<file path="src/rtl/vector_mac_pkg.sv">
// rtl/vector_mac_pkg.sv - width derivation, saturation bounds and lane slicing for the MAC PE
package vector_mac_pkg;

    function automatic int acc_width(input int lanes, input int width_mdata, input int width_guard);
        return width_mdata + $clog2(lanes) + width_guard;
    endfunction

    function automatic longint sat_max(input int width);
        return (longint'(1) <<< (width - 1)) - longint'(1);
    endfunction

    function automatic longint sat_min(input int width);
        return -(longint'(1) <<< (width - 1));
    endfunction

    function automatic int lane_lsb(input int lane, input int width);
        return lane * width;
    endfunction

endpackage

</file>
<file path="src/rtl/fixedpoint_round_sat.sv">
// rtl/fixedpoint_round_sat.sv - half-up rounding right shift with saturation and clip flag
module fixedpoint_round_sat
    import vector_mac_pkg::*;
#(
    parameter int WIDTH_IN       = 42,
    parameter int WIDTH_OUT      = 16,
    parameter int WIDTH_FRACTION = 9
) (
    input  logic signed [WIDTH_IN-1:0]  value_i,
    output logic        [WIDTH_OUT-1:0] data_o,
    output logic                        sat_o
);
    // One extra bit so adding the rounding constant can never wrap.
    localparam int RW = WIDTH_IN + 1;
    localparam logic signed [RW-1:0] ROUND   = RW'(longint'(1) <<< (WIDTH_FRACTION - 1));
    localparam logic signed [RW-1:0] SAT_MAX = RW'(sat_max(WIDTH_OUT));
    localparam logic signed [RW-1:0] SAT_MIN = RW'(sat_min(WIDTH_OUT));

    logic signed [RW-1:0] biased;
    logic signed [RW-1:0] shifted;

    always_comb begin
        biased  = {value_i[WIDTH_IN-1], value_i} + ROUND;
        shifted = biased >>> WIDTH_FRACTION;
        if (shifted > SAT_MAX) begin
            data_o = SAT_MAX[WIDTH_OUT-1:0];
            sat_o  = 1'b1;
        end else if (shifted < SAT_MIN) begin
            data_o = SAT_MIN[WIDTH_OUT-1:0];
            sat_o  = 1'b1;
        end else begin
            data_o = shifted[WIDTH_OUT-1:0];
            sat_o  = 1'b0;
        end
    end

endmodule

</file>
<file path="src/rtl/vector_mac_pe.sv">
// rtl/vector_mac_pe.sv - pipelined multi-lane fixed-point dot-product processing element
module vector_mac_pe #(
    parameter int LANES          = 4,
    parameter int WIDTH_DATA     = 16,
    parameter int WIDTH_MDATA    = 32,
    parameter int WIDTH_INTEGER  = 6,
    parameter int WIDTH_FRACTION = 9,
    parameter int WIDTH_GUARD    = 8
) (
    input  logic                        clk,
    input  logic                        rst,
    input  logic                        in_valid_i,
    output logic                        in_ready_o,
    input  logic                        in_last_i,
    input  logic [LANES*WIDTH_DATA-1:0] data_a_i,
    input  logic [LANES*WIDTH_DATA-1:0] data_b_i,
    output logic                        out_valid_o,
    input  logic                        out_ready_i,
    output logic [WIDTH_DATA-1:0]       data_o,
    output logic                        sat_o
);
    import vector_mac_pkg::*;

    localparam int WIDTH_ACC = acc_width(LANES, WIDTH_MDATA, WIDTH_GUARD);

    logic en;

    logic signed [WIDTH_MDATA-1:0] prod_d [LANES];
    logic signed [WIDTH_MDATA-1:0] prod_q [LANES];
    logic                          v1_q, l1_q;

    logic signed [WIDTH_ACC-1:0]   sum_d, sum_q;
    logic                          v2_q, l2_q;

    logic signed [WIDTH_ACC-1:0]   acc_d, acc_q;
    logic                          first_d, first_q;
    logic                          v3_q, l3_q;

    logic [WIDTH_DATA-1:0]         fmt_data;
    logic                          fmt_sat;
    logic [WIDTH_DATA-1:0]         data_q;
    logic                          sat_q;
    logic                          out_valid_q;

    // The whole pipeline stalls together while a result waits for its consumer.
    assign en          = !out_valid_q || out_ready_i;
    assign in_ready_o  = en;
    assign out_valid_o = out_valid_q;
    assign data_o      = data_q;
    assign sat_o       = sat_q;

    for (genvar k = 0; k < LANES; k++) begin : g_lane
        logic signed [WIDTH_DATA-1:0] a_s, b_s;
        assign a_s       = data_a_i[lane_lsb(k, WIDTH_DATA) +: WIDTH_DATA];
        assign b_s       = data_b_i[lane_lsb(k, WIDTH_DATA) +: WIDTH_DATA];
        assign prod_d[k] = WIDTH_MDATA'(a_s) * WIDTH_MDATA'(b_s);
    end

    always_comb begin
        sum_d = '0;
        for (int k = 0; k < LANES; k++) begin
            sum_d = sum_d + WIDTH_ACC'(prod_q[k]);
        end
    end

    always_comb begin
        acc_d   = acc_q;
        first_d = first_q;
        if (v2_q) begin
            acc_d   = first_q ? sum_q : acc_q + sum_q;
            first_d = l2_q;
        end
    end

    fixedpoint_round_sat #(
        .WIDTH_IN       (WIDTH_ACC),
        .WIDTH_OUT      (WIDTH_DATA),
        .WIDTH_FRACTION (WIDTH_FRACTION)
    ) u_fmt (
        .value_i (acc_q),
        .data_o  (fmt_data),
        .sat_o   (fmt_sat)
    );

    always_ff @(posedge clk or posedge rst) begin
        if (rst) begin
            for (int k = 0; k < LANES; k++) prod_q[k] <= '0;
            v1_q        <= 1'b0;
            l1_q        <= 1'b0;
            sum_q       <= '0;
            v2_q        <= 1'b0;
            l2_q        <= 1'b0;
            acc_q       <= '0;
            first_q     <= 1'b1;
            v3_q        <= 1'b0;
            l3_q        <= 1'b0;
            data_q      <= '0;
            sat_q       <= 1'b0;
            out_valid_q <= 1'b0;
        end else if (en) begin
            prod_q      <= prod_d;
            v1_q        <= in_valid_i;
            l1_q        <= in_valid_i && in_last_i;
            sum_q       <= sum_d;
            v2_q        <= v1_q;
            l2_q        <= l1_q;
            acc_q       <= acc_d;
            first_q     <= first_d;
            v3_q        <= v2_q;
            l3_q        <= l2_q;
            // A new result may replace the one being handed off on the same edge.
            out_valid_q <= v3_q && l3_q;
            if (v3_q && l3_q) begin
                data_q <= fmt_data;
                sat_q  <= fmt_sat;
            end
        end
    end

endmodule

</file>
<file path="config.mk">
export PLATFORM = sky130hd
export DESIGN_NAME = vector_mac_pe
export DESIGN_NICKNAME = d
export VERILOG_FILES = /design/src/rtl/vector_mac_pkg.sv /design/src/rtl/fixedpoint_round_sat.sv /design/src/rtl/vector_mac_pe.sv
export SDC_FILE = /design/constraint.sdc
export NUM_CORES = 2
export LEC_CHECK = 0
export ABC_AREA = 1
export BUFFER_PORTS_ARGS = -buffer_cell sky130_fd_sc_hd__buf_2
export CAP_MARGIN = 20
export CORE_MARGIN = 10
export CORE_UTILIZATION = 30
export DETAILED_ROUTE_END_ITERATION = 8
export PLACE_DENSITY = 0.41
export SYNTH_ARGS = -nofsm -noshare
export SYNTH_HDL_FRONTEND = slang
export SYNTH_HIERARCHICAL = 1
export SYNTH_SLANG_ARGS = --single-unit
</file>
<file path="constraint.sdc">
create_clock -name clk -period 10.1 [get_ports clk]
set_clock_uncertainty 0.15 [all_clocks]
set_input_delay 1.515 -clock clk [delete_from_list [all_inputs] [get_ports clk]]
set_output_delay 1.515 -clock clk [all_outputs]
set_load 0.03 [all_outputs]
</file>
==> impl_metrics.sql <==
INSERT INTO impl_metrics (metric_group, metric, value, unit) VALUES
('status', 'outcome', 'finished clean', ''),
('worst_setup_path', 'path_cells', 'buf_2 -> nand2_1 -> inv_1 -> fa_1 -> fa_1 -> fa_1 -> fa_1 -> fa_1 -> inv_1 -> fa_1 -> inv_1 -> ha_1 -> a21o_1 -> o21bai_1 -> a21oi_1 -> nand3_1 -> or2_2 -> nand3_1 -> nand2_1', ''),
('worst_setup_path', 'setup.worst_path.class', 'input pin to register', ''),
('timing', 'timing.final.hold_violations', '0', ''),
('clocking', 'cts_setup_buffers', '0', ''),
('floorplan', 'chipHeight', '462', 'um'),
('synth', 'post-synth-top-count-cell', 'nand2_1', ''),
('clocking', 'worst_setup_hold_path_clk_slew', '0.06', 'ns'),
('route', 'postRouteAntennaNets', '0', ''),
('cells_and_area', 'layout.filler_cells', '21200', ''),
('min_path', 'hold_path_class', 'register to register', ''),
('placement', 'dp.final_hpwl', '157000', 'um'),
('synth', 'post_synth_xor_area_fraction', '1.57', '%'),
('cells_and_area', 'drive_above_1_share', '4.91', '%'),
('synth', 'postSynth.asyncResetShare', '100', '%'),
('placement', 'placement.io_buffers', '151', ''),
('synth', 'synth-seq-area-share', '9.82', '%'),
('clocking', 'cts_htree_levels', '1', ''),
('worst_setup_path', 'reg2reg_slack', '6.18', 'ns'),
('synth', 'synth_edf_count', '0', ''),
('clocking', 'cts_tree', 'built', ''),
('synth', 'synth.cell_area', '0.0586', 'mm^2'),
('synth', 'synthTopCellsByCount', '2048 x nand2_1, 1997 x inv_1, 1114 x fa_1', ''),
('floorplan', 'initial_utilization', '30.1', '%'),
('route', 'vias_per_cell', '4.56', ''),
('synth', 'synthTopCellsByArea', 'fa_1 38%, nand2_1 13%, inv_1 13%', ''),
('floorplan', 'core.rowCount', '162', ''),
('worst_setup_path', 'cp_top_family', 'adder cells', ''),
('timing', 'fin_crit_sh', '70.6', '%'),
('clocking', 'cts_buffers', '30', ''),
('clocking', 'clock_latency', '0.61', 'ns'),
('min_path', 'hold_path_end', 'acc_q[7]$_DFFE_PP0P_', ''),
('timing', 'grt_setup_unrepaired', 'false', ''),
('route', 'routedWlPerCell', '18.1', 'um'),
('timing', 'setup_viol', '0', ''),
('synth', 'synth-adder-area-share', '46.7', '%'),
('cells_and_area', 'syn2layout_area_growth', '6.68', '%'),
('worst_setup_path', 'ff2ff_path_depth', '15', ''),
('worst_setup_path', 'reg2reg_from', 'prod_q[33]$_DFFE_PP0N_', ''),
('synth', 'yosysWarnings', '6', ''),
('grt', 'grt_pass1_wl', '296000', 'um'),
('synth', 'muxShareOfSynthArea', '0.327', '%'),
('floorplan', 'die_area', '0.213', 'mm^2'),
('worst_setup_path', 'worst_path_max_delay_cell', 'fa_1', ''),
('grt', 'gr-usage-all-layers', '17.5', '%'),
('worst_setup_path', 'worstSetupEndpointType', 'register', ''),
('route', 'post_detailed_routing_wire_length', '185000', 'um'),
('route', 'num_vias', '46700', ''),
('timing', 'worst_slew_margin_rel', '34.8', '%'),
('clocking', 'ctsLongestPathBuffers', '3', ''),
('synth', 'synth-compound-area-share', '5.83', '%'),
('synth', 'yosys.cell_types.count', '51', ''),
('worst_setup_path', 'worstPathRequired', '10.41', 'ns'),
('synth', 'synthesis.area_per_instance', '7.54', 'um^2'),
('route', 'dr.first_iter.drc_count', '2616', ''),
('timing', 'finalCriticalPeriod', '7.14', 'ns'),
('worst_setup_path', 'critPathBufInv', '4', ''),
('clocking', 'postCtsHoldBufs', '0', ''),
('synth', 'synth.net_count', '9424', ''),
('worst_setup_path', 'worstPathMaxFanout', '16', ''),
('floorplan', 'ioPinCount', '152', ''),
('worst_setup_path', 'worstPathArrival', '7.45', 'ns'),
('min_path', 'worst_hold_startpoint', 'acc_q[7]$_DFFE_PP0P_', ''),
('worst_setup_path', 'critPathMaxStageDelay', '0.90', 'ns'),
('timing', 'totalNegativeSetupSlack', '0', 'ns'),
('grt', 'via_count_of_the_first_global_routing_pass', '50400', ''),
('worst_setup_path', 'cpMostUsedCell', 'fa_1', ''),
('synth', 'yosysTopAreaCellShare', '38.1', '%'),
('timing', 'max_freq', '0.140', 'GHz'),
('placement', 'gp_routability_congestion', '0.899', ''),
('synth', 'post_synth_inst_count', '7773', '');
==> sequential cells by signal, summed over array words and instances (netlist names) <==
signal	count
sat_o	1
first_q	1
prod_q	128
l3_q	1
l2_q	1
v1_q	1
l1_q	1
v3_q	1
v2_q	1
sum_q	35
acc_q	42
out_valid_o	1
data_o	16
==> worst max-delay path by stage <==
| stage | startpoint | slack, ns | endpoint | cells past startpoint |
|---|---|---|---|---|
| floorplan | rst | 2.13 | acc_q[0]$_DFFE_PP0P_ | 1 |
| global placement | data_b_i[1] | 2.46 | prod_q[127]$_DFFE_PP0N_ | 21 |
| detailed placement | data_b_i[17] | 2.47 | prod_q[88]$_DFFE_PP0N_ | 19 |
| CTS | data_b_i[17] | 3.10 | prod_q[88]$_DFFE_PP0N_ | 19 |
| global route | data_b_i[1] | 2.67 | prod_q[127]$_DFFE_PP0N_ | 21 |
| finish | data_b_i[17] | 2.96 | prod_q[88]$_DFFE_PP0N_ | 19 |
==> kinds of logic after synthesis <==
| group | count (synthesis) |
|---|---|
| buffers and inverters | 2296 |
| adders and majority gates | 1518 |
| muxes | 17 |
| xor gates and xnor gates | 105 |
| and+or+nand+nor | 2996 |
| AOI/OAI and AO/OA | 611 |
| DFF | 230 |
==> cell type report <==
| type | count | area (um^2) | share of cell area, % |
|---|---|---|---|
| diodes | 1 | 2.50 | 0.00400 |
| clock buffers | 44 | 905 | 1.45 |
| clock inverters | 10 | 93.8 | 0.150 |
| inverters | 2008 | 7550 | 12.1 |
| multi-input cells | 5247 | 44200 | 70.7 |
| flip-flops and latches | 230 | 5760 | 9.21 |
| well taps | 2542 | 3180 | 5.09 |
| repair buffers | 160 | 836 | 1.34 |
==> cells in the final DEF (no fill, tap or decap), types with 13 or more instances in the layout <==
cell       netlist  layout
nor2_1         433     431
o21ai_1         32      32
nand2_2         25      25
dfrtp_1        229     229
a31oi_1         43      43
fa_1          1114    1114
a21o_1          15      15
or2_2           35      35
clkbuf_16        0      31
mux2_2          17      17
inv_1         1997    1996
a21oi_1        255     255
nand3_1        256     256
nor3_1          45      45
o21ai_0        178     178
nand3b_1        13      13
nand2_1       2048    2048
xor2_1          56      56
nor2_2          28      29
nand4_1         75      75
o21bai_1        36      36
ha_1           404     404
buf_2           18     151
xnor2_1         49      49
==> metal layers <==
metal	up-vias	wire length, um	GRT usage, %
li1	22600	-	-
met1	23200	89000	25.0
met2	760	86800	29.5
met3	127	6360	1.47
met4	0	3210	2.63
met5	-	0	0
==> worst reg2reg max path, stage by stage, from the launching register on <==
cell and delay (ns):
dfrtp_1 0.46, fa_1 0.50, fa_1 0.50, ha_1 0.30, inv_1 0.10, fa_1 0.46, inv_1 0.07, nand2_1 0.05
o21ai_2 0.24, nand4_1 0.12, o211ai_1 0.20, nand2_1 0.12, nand3_1 0.09, nand2_1 0.05, nor2_1 0.30, a21oi_1 0.07
==> stage by stage <==
stage / utilization [%] / hold slack (ns) / instance area, um^2 / setup slack, ns / cells
2_1_floorplan: - / 0.303 / 58600 / 2.13 / 7773
4_1_cts: 32.1 / 0.341 / 62500 / 3.10 / 10200
6_report: 32.1 / 0.337 / 62500 / 2.96 / 10200
5_1_grt: 32.1 / 0.361 / 62500 / 2.67 / 10200
3_5_place_dp: 31.6 / 0.326 / 61500 / 2.47 / 10200
3_3_place_gp: 31.6 / 0.321 / 61500 / 2.46 / 10200
Power is not shown: default switching activity piles up to over one toggle a cycle in this logic, so the estimate is an artifact.
